===== src/rtl/snn_maxpool1d.sv =====
// Event-driven 1D spike max-pooling layer: gathers one frame of spikes into per-channel
// windows (latest timestamp wins) and streams one spike per occupied window at end of frame.
// Optional drop counter port/logic: define SNN_MAXPOOL1D_DROP_CNT_EN.
module snn_maxpool1d #(
  parameter int INPUT_LENGTH    = 16,
  parameter int INPUT_CHANNELS  = 4,
  parameter int POOL_SIZE       = 2,
  parameter int STRIDE          = 2,
  parameter int OUTPUT_LENGTH   = INPUT_LENGTH / STRIDE,
  parameter int VMEM_WIDTH      = 16,
  parameter int TIMESTAMP_WIDTH = 16
) (
  input  logic        clk,
  input  logic        rst_n,
  input  logic        enable,
  input  logic        s_axis_input_tvalid,
  input  logic [31:0] s_axis_input_tdata,
  input  logic        s_axis_input_tlast,
  output logic        s_axis_input_tready,
  output logic        m_axis_output_tvalid,
  output logic [31:0] m_axis_output_tdata,
  output logic        m_axis_output_tlast,
  input  logic        m_axis_output_tready,
  input  logic        config_valid,
  input  logic [31:0] config_data,
  output logic        busy,
  output logic        layer_done
`ifdef SNN_MAXPOOL1D_DROP_CNT_EN
  ,
  output logic [15:0] drop_count
`endif
);

  localparam int NUM_WIN = INPUT_CHANNELS * OUTPUT_LENGTH;
  localparam int IDX_W   = (NUM_WIN > 1) ? $clog2(NUM_WIN) : 1;
  localparam int CH_W    = (INPUT_CHANNELS > 1) ? $clog2(INPUT_CHANNELS) : 1;
  localparam int POS_W   = (OUTPUT_LENGTH > 1) ? $clog2(OUTPUT_LENGTH) : 1;

  typedef enum logic [1:0] {
    IDLE   = 2'd0,
    ACCEPT = 2'd1,
    EMIT   = 2'd2,
    DONE   = 2'd3
  } state_t;

  state_t state, state_next;

  logic [7:0] in_pos, in_ch, in_ts, in_flag;
  assign {in_pos, in_ch, in_ts, in_flag} = s_axis_input_tdata;

  logic                     start;
  logic                     accept_hs;
  logic                     spike_ok;
  logic [OUTPUT_LENGTH-1:0] win_hit;
  logic [NUM_WIN-1:0]       occ;
  logic [NUM_WIN-1:0]       upd;
  // Upper timestamp bits are always zero, so only the low byte is kept.
  logic [7:0]               ts_mem [NUM_WIN];

  logic [IDX_W-1:0] scan_idx;
  logic [CH_W-1:0]  scan_ch;
  logic [POS_W-1:0] scan_pos;
  logic             cur_occ;
  logic             later_occ;
  logic             scan_step;
  logic             scan_end;

  // Parameters and fields that exist only for interface uniformity.
  logic unused_bits;
  assign unused_bits = ^{in_flag[7:1], config_data[31:1], VMEM_WIDTH[0], TIMESTAMP_WIDTH[0]};

  assign start     = enable && config_valid && config_data[0] && (state == IDLE || state == DONE);
  assign accept_hs = enable && (state == ACCEPT) && s_axis_input_tvalid;
  assign spike_ok  = in_flag[0] && (32'(in_ch) < INPUT_CHANNELS) && (32'(in_pos) < INPUT_LENGTH);

  // NOTE: every always_comb output gets a default first so no path leaves it unassigned (no latch).
  always_comb begin
    win_hit = '0;
    for (int o = 0; o < OUTPUT_LENGTH; o++) begin
      win_hit[o] = (32'(in_pos) >= o * STRIDE) && (32'(in_pos) < o * STRIDE + POOL_SIZE);
    end
  end

  always_comb begin
    upd = '0;
    for (int c = 0; c < INPUT_CHANNELS; c++) begin
      for (int o = 0; o < OUTPUT_LENGTH; o++) begin
        upd[c*OUTPUT_LENGTH+o] = accept_hs && spike_ok && (32'(in_ch) == c) && win_hit[o];
      end
    end
  end

  // NOTE: sequential state uses non-blocking assignments so all registers update from pre-edge values.
  always_ff @(posedge clk or negedge rst_n) begin
    if (!rst_n) begin
      occ <= '0;
    end else if (start) begin
      occ <= '0;
    end else begin
      occ <= occ | upd;
    end
  end

  // NOTE: the timestamp store is deliberately not reset; an entry is only read once its occupancy bit is set.
  always_ff @(posedge clk) begin
    for (int i = 0; i < NUM_WIN; i++) begin
      if (upd[i] && (!occ[i] || in_ts > ts_mem[i])) begin
        ts_mem[i] <= in_ts;
      end
    end
  end

  assign cur_occ   = occ[scan_idx];
  assign scan_end  = (scan_idx == IDX_W'(NUM_WIN - 1));
  assign scan_step = enable && (state == EMIT) && (!cur_occ || m_axis_output_tready);

  // tlast marks the final occupied entry, so look ahead for any occupied entry past the cursor.
  always_comb begin
    later_occ = 1'b0;
    for (int i = 0; i < NUM_WIN; i++) begin
      if (i > int'(scan_idx) && occ[i]) begin
        later_occ = 1'b1;
      end
    end
  end

  always_ff @(posedge clk or negedge rst_n) begin
    if (!rst_n) begin
      scan_idx <= '0;
      scan_ch  <= '0;
      scan_pos <= '0;
    end else if (state != EMIT) begin
      scan_idx <= '0;
      scan_ch  <= '0;
      scan_pos <= '0;
    end else if (scan_step && !scan_end) begin
      scan_idx <= scan_idx + 1'b1;
      if (scan_pos == POS_W'(OUTPUT_LENGTH - 1)) begin
        scan_pos <= '0;
        scan_ch  <= scan_ch + 1'b1;
      end else begin
        scan_pos <= scan_pos + 1'b1;
      end
    end
  end

  always_ff @(posedge clk or negedge rst_n) begin
    if (!rst_n) begin
      state <= IDLE;
    end else begin
      state <= state_next;
    end
  end

  always_comb begin
    state_next           = state;
    s_axis_input_tready  = 1'b0;
    m_axis_output_tvalid = 1'b0;
    m_axis_output_tdata  = '0;
    m_axis_output_tlast  = 1'b0;
    busy                 = 1'b0;
    layer_done           = 1'b0;
    unique case (state)
      IDLE: begin
        if (start) state_next = ACCEPT;
      end
      ACCEPT: begin
        s_axis_input_tready = enable;
        busy                = 1'b1;
        if (accept_hs && s_axis_input_tlast) state_next = EMIT;
      end
      EMIT: begin
        busy = 1'b1;
        if (cur_occ) begin
          m_axis_output_tvalid = 1'b1;
          m_axis_output_tdata  = {16'(scan_pos), 8'(scan_ch), ts_mem[scan_idx]};
          m_axis_output_tlast  = !later_occ;
        end
        if (scan_step && scan_end) state_next = DONE;
      end
      DONE: begin
        layer_done = 1'b1;
        if (start) state_next = ACCEPT;
      end
      default: state_next = IDLE;
    endcase
  end

`ifdef SNN_MAXPOOL1D_DROP_CNT_EN
  always_ff @(posedge clk or negedge rst_n) begin
    if (!rst_n) begin
      drop_count <= '0;
    end else if (start) begin
      drop_count <= '0;
    end else if (accept_hs && !spike_ok && drop_count != 16'hFFFF) begin
      drop_count <= drop_count + 1'b1;
    end
  end
`endif

endmodule


===== config.mk =====
export PLATFORM = sky130hd
export DESIGN_NAME = snn_maxpool1d
export DESIGN_NICKNAME = d
export VERILOG_FILES = /design/src/rtl/snn_maxpool1d.sv
export SDC_FILE = /design/constraint.sdc
export NUM_CORES = 1
export LEC_CHECK = 0
export ABC_AREA = 1
export ABC_CLOCK_PERIOD_IN_PS = 3300
export CORE_AREA = 2 2 195 274
export CTS_BUF_LIST = sky130_fd_sc_hd__clkbuf_2
export CTS_CLUSTER_SIZE = 12
export DETAILED_ROUTE_END_ITERATION = 10
export DIE_AREA = 0 0 197 276
export PLACE_DENSITY = 0.57
export SLEW_MARGIN = 20
export SYNTH_ARGS = -nofsm -noshare
export SYNTH_HDL_FRONTEND = slang
export SYNTH_SLANG_ARGS = --single-unit
export TNS_END_PERCENT = 100

===== constraint.sdc =====
create_clock -name clk -period 3.3 [get_ports clk]
set_input_delay 0.99 -clock clk [delete_from_list [all_inputs] [get_ports clk]]
set_output_delay 0.99 -clock clk [all_outputs]
set_load 0.01 [all_outputs]

; Yosys cells after proc, flatten, opt, wreduce, memory -nomap -nowiden
; Memory sizes are Yosys's and may differ from the RTL's.
; Index checks and enable logic that the tools add are counted.
[totals]
elab_cells = 541
register_bits = 44
out_inout_bits = 37
ramBits = 256
n_memories = 1
in_bits = 71
[op_classes]
n_lt_le_gt_ge = 80
add_sub_neg = 3
muxes = 212
eq_ne = 12
n_reduce_logical = 227
bitwise = 1
[mem_list]
columns = name, depth, width, read_ports, rd_ports_with_merged_regs, write_ports, line
row1 = ts_mem, 32, 8, 33, 0, 1, 58  ; logic [7:0] ts_mem [NUM_WIN];
[ops]
columns = operator, n
row1 = > comparator 8 bit, 32
row2 = 2-to-1 mux 8 bit, 31
row3 = OR reduction 8 bit, 31
row4 = 2-to-1 mux 5 bit, 33
row5 = 2-to-1 mux 1 bit, 134
row6 = logical AND 1 bit, 119
row7 = "> comparator 5 bit, first input constant", 16
row8 = "> comparator 4 x 5 -> 1 bit, first input constant", 8
row9 = 2-to-1 mux 19 bit, 2
row10 = logical NOT 1 bit, 35
row11 = logical OR 1 bit, 34
row12 = "greater-or-equal comparator 8 x 4 -> 1 bit, second input constant", 4
row13 = "less-than comparator 8 x 4 -> 1 bit, second input constant", 4
row14 = 2-to-1 mux 32 bit, 1
row15 = bitwise OR 32 bit, 1
row16 = "less-than comparator 8 x 3 -> 1 bit, second input constant", 3
row17 = "> comparator 3 x 5 -> 1 bit, first input constant", 4
row18 = "equality test 8 x 2 -> 1 bit, second input constant", 2
row19 = "greater-or-equal comparator 8 x 3 -> 1 bit, second input constant", 2
row20 = 2-to-1 mux 2 bit, 6
row21 = "> comparator 2 x 5 -> 1 bit, first input constant", 2
row22 = 2-to-1 mux 3 bit, 3
row23 = "equality test 8 x 1 -> 1 bit, second input constant", 1
row24 = "greater-or-equal comparator 8 x 2 -> 1 bit, second input constant", 1
row25 = other kinds (21), 26

; Logic depth before layout (Yosys ltp)
; Gate-level depths: netlist of run 1.
[depth]
word_depth = 41
ltp_mapped = 16
mapped_depth_nobuf = 14

; Least setup slack after synthesis of run 1
; Ideal clock, no wire load.
[synth_path]
path_kind = register to output
from = register scan_idx[0]
to = output port m_axis_output_tlast
path_buffers = 4
arrival_time_ps = 2212
stages_incl_launch_ff = 17
slack_ps = 98
required_time_ps = 2310
cell_sequence = dfrtp_1 inv_2 buf_4 buf_6 buf_6 buf_2 ha_1 nand2_1 o21ai_0 nand2_1 o21ai_0 o2111ai_1 nor3_1 nand2_1 nor2_1 nand2_1 nor2_1
[synth_via]
elab_chain_cells = 36
elab_cells_between_ends = 98
classes_between = order compare: 31 / mux: 35 / reduce/logical: 32
[synth_lines]
columns = element, line
row1 = start: declaration, 60  ; logic [IDX_W-1:0] scan_idx;
row2 = start signal: assignment, 137  ; scan_idx <= scan_idx + 1'b1;
row3 = > comparator 1 x 5 -> 1 bit, 121  ; if (i > int'(scan_idx) && occ[i]) begin
row4 = logical AND 1 bit, 121
row5 = 2-to-1 mux 1 bit (31 in a row), 121
row6 = logical NOT 1 bit, 177  ; m_axis_output_tlast = !later_occ;
row7 = 2-to-1 mux 1 bit (*), 174  ; if (cur_occ) begin
row8 = 2-to-1 mux 1 bit (*), 163  ; unique case (state)
row9 = end: declaration, 22  ; output logic m_axis_output_tlast,
; Mark *: on every way between the ends. The rest lies on a longest branch, timed or not. The select of a mux whose other input is x is not followed.

; Worst setup path in the final report of run 1
[layout_path]
from = register scan_idx[0]
to = output port m_axis_output_tdata[1]
[layout_via]
elab_chain_cells = 4
elab_cells_between_ends = 5
classes_between = mux: 4 / memory: 1
[layout_lines]
columns = element, line
row1 = binary-select mux 1 bit (select 5 bit), 113  ; assign cur_occ = occ[scan_idx];
row2 = 2-to-1 mux 1 bit (implied by the code), 113
row3 = 2-to-1 mux 19 bit (*), 174
row4 = 2-to-1 mux 19 bit (*), 163
row5 = end: declaration, 21  ; output logic [31:0] m_axis_output_tdata,
; Marks and branches as above.

==> results of run 1 <==
routing by layer:
layer | routed length, um | vias to the layer above
met4 | 2790 | 0
met2 | 31400 | 385
met1 | 22900 | 7673
met3 | 2120 | 152
met5 | 0 | -
li1 | - | 7806
worst max-delay path: cells and delay by family (launching register included):
family          cells  cell delay (ns)
compound gates      1             0.17
buf+inv             6             0.80
flops               1             0.54
simple gates        8             0.64
flip-flops by register name, indices dropped and copies added (netlist names):
signal and flops:
scan_pos 3, occ 32, scan_ch 2, state 2
ts_mem 256, scan_idx 5
power by group:
| group | switching (mW) | internal [mW] | total, mW | leakage (nW) |
|---|---|---|---|---|
| sequential | 0.0880 | 4.23 | 4.32 | 2.90 |
| clock | 1.56 | 0.958 | 2.51 | 0.509 |
| combinational | 1.64 | 1.16 | 2.80 | 7.18 |
| total | 3.28 | 6.35 | 9.63 | 10.6 |
timing repair:
item	4_1_cts	5_1_grt
buffers inserted	22	5
resized for setup	185	92
gates cloned	3	1
pin swaps	28	39
hold buffers	1	0
endpoints found under the hold margin	44	0
setup endpoints to repair	17	15
kinds of logic after synthesis:
group / synth area share
AO/OA/AOI/OAI: 0.174
adder cells (fa/ha/maj): 0.174
buffers and inverters: 0.0907
flip-flops: 0.462
other: 0.000197
AND/OR/NAND/NOR: 0.0996
stage by stage:
| stage | hold WS (ns) | util | TNS (ns) |
|---|---|---|---|
| after floorplan | 0.480 | - | 0 |
| after global placement | 0.495 | 0.423 | -13.78 |
| after detailed placement | 0.508 | 0.423 | -16.15 |
| after CTS | 0.229 | 0.448 | -12.12 |
| after global routing | 0.294 | 0.454 | -12.86 |
| final | 0.322 | 0.454 | -11.11 |
final cells by class:
class,instances,area share
clock buffer,110,0.0234
antenna,4,0.000426
multi-input combinational,1311,0.387
inverter,354,0.0575
timing repair buffer,298,0.118
sequential,300,0.374
tap,656,0.0349
clock inverter,19,0.00426
synthesized netlist by cell type, drive strengths merged:
| cell type | count |
|---|---|
| o2111ai | 4 |
| inv | 354 |
| o311ai | 1 |
| nor4 | 3 |
| nand4 | 39 |
| o31ai | 1 |
| and3 | 1 |
| nor3b | 2 |
| a211oi | 7 |
| edfxtp | 256 |
| dfrtp | 44 |
| o22ai | 5 |
| a21oi | 286 |
| a22oi | 1 |
| o211ai | 22 |
| nor3 | 20 |
| o221ai | 29 |
| buf | 43 |
| ha | 265 |
| clkbuf | 29 |
| a31oi | 3 |
| nor2 | 96 |
| o21ai | 188 |
| o21a | 28 |
| a22o | 1 |
| conb | 1 |
| nand2 | 214 |
| a41oi | 14 |
| a221oi | 1 |
| nand3 | 61 |
placed cells by master, fill, tap and decap left out, types with 39 or more instances in the layout:
cell type and instances:
nor2_1 76, inv_1 345, o21ai_0 121, nand2_1 197, nand3_1 55, a21oi_1 272
edfxtp_1 256, o21ai_1 49, buf_4 200, dfrtp_1 41, nand4_1 39, clkbuf_2 110
ha_1 262
how the worst min path moves through the flow:
stage                             end  slack [ns]  cells past startpoint
2_1_floorplan  scan_ch[1]$_DFFE_PN0P_        0.48                      2
3_3_place_gp   scan_ch[0]$_DFFE_PN0P_        0.49                      2
3_5_place_dp   scan_ch[1]$_DFFE_PN0P_        0.51                      2
4_1_cts          state[0]$_DFFE_PN0P_        0.23                      2
5_1_grt          state[0]$_DFFE_PN0P_        0.29                      2
6_report         state[0]$_DFFE_PN0P_        0.32                      2
==> summary.txt, run 1 <==
register area share after synthesis - 0.462
pre-CTS setup slack - -0.484 ns
R2R depth - 13
syn avg cell area - 9.43 um^2
total track usage - 0.218
Fmax achieved - 0.244 GHz
first-pass GRT wire length - 91200 um
failing checks - setup timing
Rel. slew slack - 0.639
core area - 51800 um^2
Nets - 2675
yosys warns - 0
vias in the first global route - 16600
die width - 197 um
area grow syn2layout - 23.5%
final max-slew violation count - 0
Synth Instances - 2019
area of the multi-input gates - 9100 um^2
Final ANT Viol Nets - 0
CP required - 2.31 ns
dominant cell type by area after synthesis - edfxtp_1
GR peak layer - met2
setup ws final - -0.805 ns
top cells by area, synth - edfxtp_1, ha_1, a21oi_1, inv_1, dfrtp_1
Detailed Route Iter0 Violations - 905
cell area after layout - 23500 um^2
Fill cells - 4908
final setup vio count - 15
peak supply drop - 0.000154 V
Rows - 99
largest net degree at the start of global routing - 39
CP Cell Sequence - clkinv_8 -> buf_12 -> buf_16 -> nand2_1 -> nand3_1 -> nand2_1 -> nor2_1 -> nor2_1 -> nor2_1 -> nand2_2 -> nand2_4 -> buf_12 -> buf_8 -> a31oi_4 -> buf_6
DP Cell Count - 2891
DR WL/cell - 19.4 um
Pwr Total - 9.64 mW
vias per cell - 5.25
Worst Setup End Kind - output port
Cell Area, Synth - 19000 um^2
Power Density - 410 nW/um^2
Sink Count - 300
outcome - finished, violations left
global-route met2 utilization - 0.406
DRT Pass-1 Iters - 8
drt total wl - 59200 um
CP startpoint kind - flip-flop
die height - 276 um
Post-Layout Cell Count - 3052
total number of vias - 16000
Worst-path clk slew - 0.11 ns
cell leakage power - 10.6 nW
clock network latency to the later pin of the worst-skew pair - 0.97 ns
CTS H-tree depth - 3
layout cell share with drive strength beyond 1 - 0.211
Arrival @ worst endpoint - 3.11 ns
CP most frequent cell - nor2_1
worst reg2reg endpoint - ts_mem[0][6]$_DFFE_PP_
Critical R2R Launch - state[1]$_DFFE_PN0P_
Worst path slowest cell - dfrtp_4
Clock Tree Buf Depth - 3
crit path to - m_axis_output_tdata[1]
RSZ-0062 raised after global routing - true
dpl cell area - 21900 um^2
max cap viols - 0
port buffer count - 49
post-synth top area share - 0.404
Seq cells post-synth - 300
Final Skew - 0.0840 ns
global route overflow - 0
initial antenna violation count - 2
fin crit share - 1.24
TritonCTS buffer count - 74
DPL Wire Length - 43900 um
Critical Path Fanout Max - 7
R2R Setup Slk - 0.91 ns
Residual DRC - 0
CTS tree - built
Final Hold Fails - 0
routability cong. - 0.970
Worst setup startpoint - scan_idx[0]$_DFFE_PN0P_
Worst Tran Pin Value - 0.536 ns
Die Footprint - 54400 um^2
initial core utilization - 0.368
GR Util met3 - 0.0282
WS Path Type - reg2out
Tmin final - 4.10 ns
Register Area - 8790 um^2
met1 Track Usage GR - 0.238
class of the worst hold path - in2async
slowest cell delay on critical path - 0.54 ns
Yosys cell types - 40
I/O pin count - 108
CTS root buf - clkbuf_2
Power figures use the tool's default switching activity.
==> run 2: changes to the inputs <==
CTS_CLUSTER_SIZE = default   (was 12)
SETUP_SLACK_MARGIN = 0.15   (was default)
==> run 2 against run 1 <==
  * The run still ends with setup timing left
  * Cell area increased by 2.3%
  * Critical path depth shrank 4
  * Count of clock-buffer cells in the layout rose by 1
  * Sequential power is essentially flat
  * Worst hold slack better by 0.11 ns
  * Total power up 5.4%
  * Worst setup slack got worse by 0.12 ns
  * Combinational power rose by 17%
  * Non-clock buffer count rose by 34
  * Largest cell class unchanged
==> summary.txt, run 2 (synthesis results as in run 1) <==
area grow syn2layout - 26.4%
final setup vio count - 27 (+12)
worst reg2reg endpoint - scan_ch[0]$_DFFE_PN0P_
biggest regs - ts_mem x256, occ x32, scan_idx x5
CP required - 2.31 ns (about the same)
R2R depth - 33 (+20)
Fmax achieved - 0.236 GHz (-2.9%)
Critical Path Fanout Max - 8 (+1)
peak supply drop - 0.000156 V (+1.3%)
Rel. slew slack - 0.654 (+0.0148)
Clock Tree Buf Depth - 3 (unchanged)
I/O pin count - 108 (unchanged)
Nets - 2711 (+1.3%)
CP most frequent cell - buf_6
CP Cell Sequence - clkinv_8 -> buf_6 -> buf_12 -> buf_8 -> buf_6 -> o21ai_4 -> nand4_1 -> a21oi_4 -> a31oi_4 -> buf_6 -> buf_6
Worst Setup End Kind - output port
cell depth of the worst setup path - 11 (-4)
WS Path Type - reg2out
DRT Pass-1 Iters - 7 (-1)
die height - 276 um (unchanged)
max FFs per register - 256 (unchanged)
port buffer count - 49 (unchanged)
largest net degree at the start of global routing - 65 (+67%)
Hold WS - 0.436 ns (+0.113 ns)
crit path to - m_axis_output_tdata[0]
cell leakage power - 10.8 nW (+2.4%)
DP Cell Count - 2889 (-0.069%)
Final ANT Viol Nets - 0 (unchanged)
Worst Tran Pin Value - 0.519 ns (-0.0165 ns)
initial antenna violation count - 3 (+1)
buffers and inverters on the worst path - 7 (+1)
routability cong. - 0.995 (+2.6%)
setup ws final - -0.929 ns (-0.124 ns)
CTS tree - built
DR WL/cell - 19.5 um (+0.37%)
Top delay family on crit path - buffers and inverters
most frequent cells in the layout - inv_1, a21oi_1, ha_1
die width - 197 um (unchanged)
Tmin final - 4.23 ns (+0.124 ns)
RSZ-0062 raised after global routing - true
initial core utilization - 0.368 (unchanged)
max cap viols - 0 (unchanged)
first-pass GRT wire length - 93100 um (+2.1%)
vias per cell - 5.28 (+0.58%)
total number of vias - 16300 (+1.9%)
drt total wl - 60200 um (+1.7%)
fin crit share - 1.28 (+0.0376)
Most flops, register - ts_mem
CP startpoint kind - flip-flop
Pwr Total - 10.2 mW (+5.4%)
vias in the first global route - 17100 (+2.8%)
Arrival @ worst endpoint - 3.24 ns (+0.13 ns)
layout cell share with drive strength beyond 1 - 0.232 (+0.0215)
total track usage - 0.222 (+0.00419)
Power Density - 422 nW/um^2 (+3.0%)
Worst path slowest cell - dfrtp_4
failing checks - setup timing
clock network latency to the later pin of the worst-skew pair - 1.00 ns (+0.03 ns)
Worst setup startpoint - scan_idx[0]$_DFFE_PN0P_
TritonCTS buffer count - 76 (+2.7%)
global route overflow - 0 (unchanged)
Worst-path clk slew - 0.11 ns (about the same)
Residual DRC - 0 (unchanged)
slowest cell delay on critical path - 0.53 ns (about the same)
Sink Count - 300 (unchanged)
DPL Wire Length - 43000 um (-2.0%)
final max-slew violation count - 0 (unchanged)
Critical R2R Launch - scan_idx[0]$_DFFE_PN0P_
CTS root buf - clkbuf_2
Rows - 99 (unchanged)
CTS H-tree depth - 3 (unchanged)
Detailed Route Iter0 Violations - 769 (-15%)
pre-CTS setup slack - -0.381 ns (+0.103 ns)
Final Core Density - 0.464 (+0.0105)
most common cell after layout, fill and taps aside - inv_1
Final Hold Fails - 0 (unchanged)
Post-Layout Cell Count - 3092 (+1.3%)
Die Footprint - 54400 um^2 (unchanged)
Final Skew - 0.102 ns (+0.0179 ns)
core area - 51800 um^2 (unchanged)
outcome - finished, violations left
R2R Setup Slk - -0.92 ns (-1.83 ns)
class of the worst hold path - in2async
## run 2: per-layer routing
metal	vias up	part of all wire	global-route usage
met1	7857	0.38	0.240
met5	-	0	0
met4	0	0.050	0.120
met3	152	0.040	0.0322
met2	443	0.53	0.413
li1	7868	-	-
## run 2: worst min path at each step
stage / slack, ns / endpoint / depth (start not counted)
after floorplan: 0.48 / scan_ch[1]$_DFFE_PN0P_ / 2
after global placement: 0.50 / scan_ch[0]$_DFFE_PN0P_ / 2
after detailed placement: 0.52 / scan_ch[1]$_DFFE_PN0P_ / 2
after CTS: 0.37 / ts_mem[22][1]$_DFFE_PP_ / 2
after global routing: 0.40 / ts_mem[22][1]$_DFFE_PP_ / 2
final: 0.44 / state[1]$_DFFE_PN0P_ / 2
## run 2: report_power, final
group,internal [mW],switching (mW)
clock network,0.980,1.58
logic,1.49,1.79
registers,4.23,0.0853
total,6.70,3.45
## run 2: through the flow
stage | TNS, ns | instance area [um^2]
2_1_floorplan | 0 | 19100
3_3_place_gp | -8.79 | 21900
3_5_place_dp | -8.42 | 21900
4_1_cts | -21.50 | 23700
5_1_grt | -26.25 | 24000
6_report | -23.00 | 24000
## run 2: cell type report
cell class	count	area [um^2]
Timing Repair Buffer	332	3170
Fill cell	4912	27700
Inverter	354	1350
Multi-Input combinational cell	1311	9220
Tap cell	656	821
Clock inverter	25	129
Sequential cell	300	8800
Antenna cell	3	7.51
Clock buffer	111	556
## run 2: what timing repair did
action / 4_1_cts / 5_1_grt
gates resized for setup: 232 / 92
pin swaps: 39 / 34
hold endpoints to repair: 13 / 0
gates cloned: 6 / 0
endpoints found under the setup margin: 18 / 29
hold buffers: 1 / 0
buffers inserted: 45 / 12
## run 2: worst register-to-register path, delay by kind of cell, from the launching register on
kind            cells  cell delay [ns]
buf+inv            20             2.42
simple gates       12             1.08
flops               1             0.57
compound gates      1             0.05
==> run 3: changes to the inputs <==
CORE_AREA = 2 2 154 216   (was 2 2 195 274)
DIE_AREA = 0 0 156 218   (was 0 0 197 276)
PLACE_DENSITY = 0.83   (was 0.57)
==> run 3 against run 2 <==
  * The flow still finishes with violations (setup timing)
  * Largest cell class unchanged
  * Flip-flop and latch count unchanged
  * Total power down 4.8%
  * Sequential share of layout area rose by 1.6 points
  * Fmax rose by 3.7%
  * Non-clock buffer count decreased by 60
  * Largest power group unchanged
  * Combinational power down 15%
  * Utilization increased by 25 points
  * Final cell count shrank 11%
  * Wire length down 3.4%
  * Worst setup slack improved by 0.15 ns
==> summary.txt, run 3 (synthesis results as in run 1) <==
Sink Count - 300 (unchanged)
Nets - 2646 (-2.4%)
Rel. slew slack - 0.553 (-0.101)
RSZ-0062 raised after global routing - true
setup ws final - -0.777 ns (+0.151 ns)
CTS H-tree depth - 3 (unchanged)
Final ANT Viol Nets - 0 (unchanged)
Residual DRC - 0 (unchanged)
routability cong. - 0.992 (-0.33%)
Final Skew - 0.0651 ns (-0.0369 ns)
Worst-path clk slew - 0.12 ns (about the same)
failing checks - setup timing
peak supply drop - 0.000258 V (+65%)
Clock Tree Buf Depth - 3 (unchanged)
Tmin final - 4.08 ns (-0.151 ns)
layout cell share with drive strength beyond 1 - 0.193 (-0.0392)
CP startpoint kind - flip-flop
Worst Setup End Kind - output port
final max-slew violation count - 0 (unchanged)
biggest regs - ts_mem x256, occ x32, scan_idx x5
class of the worst hold path - in2reg
TritonCTS buffer count - 71 (-6.6%)
global route overflow - 0 (unchanged)
max cap viols - 0 (unchanged)
total number of vias - 17000 (+4.1%)
DRT Pass-1 Iters - 8 (+1)
vias per cell - 6.15 (+16%)
max FFs per register - 256 (unchanged)
DPL Wire Length - 40700 um (-5.3%)
die height - 218 um (-21%)
most common cell after layout, fill and taps aside - inv_1
CP required - 2.31 ns (about the same)
pre-CTS setup slack - -0.386 ns (-0.00483 ns)
Power Density - 420 nW/um^2 (-0.61%)
initial core utilization - 0.593 (+0.225)
initial antenna violation count - 1 (-2)
Arrival @ worst endpoint - 3.09 ns (-0.15 ns)
Critical Path Fanout Max - 7 (-1)
Detailed Route Iter0 Violations - 1319 (+72%)
core area - 32100 um^2 (-38%)
most frequent cells in the layout - inv_1, a21oi_1, ha_1
CTS root buf - clkbuf_2
die width - 156 um (-21%)
largest net degree at the start of global routing - 59 (-9.2%)
fin crit share - 1.24 (-0.0458)
total track usage - 0.342 (+0.119)
Fmax achieved - 0.245 GHz (+3.7%)
first-pass GRT wire length - 88800 um (-4.7%)
I/O pin count - 108 (unchanged)
Final Hold Fails - 0 (unchanged)
cell leakage power - 10.5 nW (-3.2%)
Rows - 78 (-21%)
clock network latency to the later pin of the worst-skew pair - 0.97 ns (-0.03 ns)
DR WL/cell - 21.0 um (+8.0%)
outcome - finished, violations left
final setup vio count - 15 (-44%)
WS Path Type - reg2out
vias in the first global route - 17400 (+2.1%)
Pwr Total - 9.67 mW (-4.8%)
port buffer count - 49 (unchanged)
Most flops, register - ts_mem
Worst Tran Pin Value - 0.664 ns (+0.144 ns)
Die Footprint - 34000 um^2 (-37%)
drt total wl - 58200 um (-3.4%)
Final Core Density - 0.717 (+0.253)
CTS tree - built
area grow syn2layout - 21.0%
==> run 3: cell types whose count changed in the layout (fill, tap and decap cells not counted), moves of 7 or more <==
| cell | delta |
|---|---|
| a41oi_1 | -10 |
| a41oi_2 | +10 |
| buf_4 | -50 |
| buf_6 | -19 |
| clkbuf_2 | -14 |
| nand2_1 | +8 |
| nand2_2 | -8 |
| nand3_1 | +7 |
| nor2_1 | +17 |
| nor2_4 | -11 |
==> run 3: area by class of cell <==
class / count / area [um^2]
Antenna cell: 1 / 2.50
Clock buffer: 99 / 495
Clock inverter: 27 / 186
Fill cell: 2178 / 9070
Inverter: 354 / 1340
Multi-Input combinational cell: 1311 / 9040
Sequential cell: 300 / 8790
Tap cell: 400 / 500
Timing Repair Buffer: 272 / 2680
==> run 3: per-stage QoR <==
step	hold slack [ns]	TNS, ns	cell area (um^2)	cells
2_1_floorplan	0.480	0	19100	2037
3_3_place_gp	0.494	-6.21	21400	2608
3_5_place_dp	0.506	-12.98	21400	2608
4_1_cts	0.346	-10.36	22800	2755
5_1_grt	0.355	-12.09	23000	2764
6_report	0.402	-10.64	23000	2764
==> run 3: critical path, cell delays in order, from the launching register on <==
cell and delay, ns:
dfrtp_4 0.57, buf_8 0.18, buf_12 0.15, buf_12 0.14, o21a_1 0.19, o21ai_2 0.08
a41oi_2 0.14, buf_4 0.18, a21oi_4 0.15, a31oi_1 0.11, buf_4 0.16, buf_6 0.11
==> run 3: final timing paths <==
path | start | to | slack [ns] | cells after the start
max reg2reg | scan_idx[0]$_DFFE_PN0P_ | scan_ch[1]$_DFFE_PN0P_ | 0.95 | 16
min reg2reg | scan_ch[0]$_DFFE_PN0P_ | scan_ch[0]$_DFFE_PN0P_ | 0.54 | 2
min | s_axis_input_tdata[15] | ts_mem[2][7]$_DFFE_PP_ | 0.40 | 1
max in group asynchronous | rst_n | occ[25]$_DFF_PN0_ | 1.96 | 3
max | scan_idx[0]$_DFFE_PN0P_ | m_axis_output_tdata[0] | -0.78 | 11
min in group asynchronous | rst_n | occ[17]$_DFF_PN0_ | 0.55 | 2
==> run 3: power by group <==
part	total, mW	switching [mW]	internal [mW]
clock network	2.59	1.55	1.04
logic	2.77	1.62	1.14
registers	4.31	0.0806	4.23
total	9.67	3.25	6.42
==> run 3: layer usage <==
layer,global-route usage,vias to the layer above,wire (um)
met2,0.579,957,28000
met4,0.290,0,5650
li1,-,7737,-
met3,0.0644,349,4730
met5,0,-,0
met1,0.366,7942,19800
==> run 3: timing repair <==
item | in CTS | in global routing
hold endpoints to repair | 9 | 0
setup buffers | 14 | 7
pin swaps | 43 | 36
resized for setup | 192 | 53
setup endpoints to repair | 17 | 16
cloned | 6 | 1
hold buffers | 1 | 0
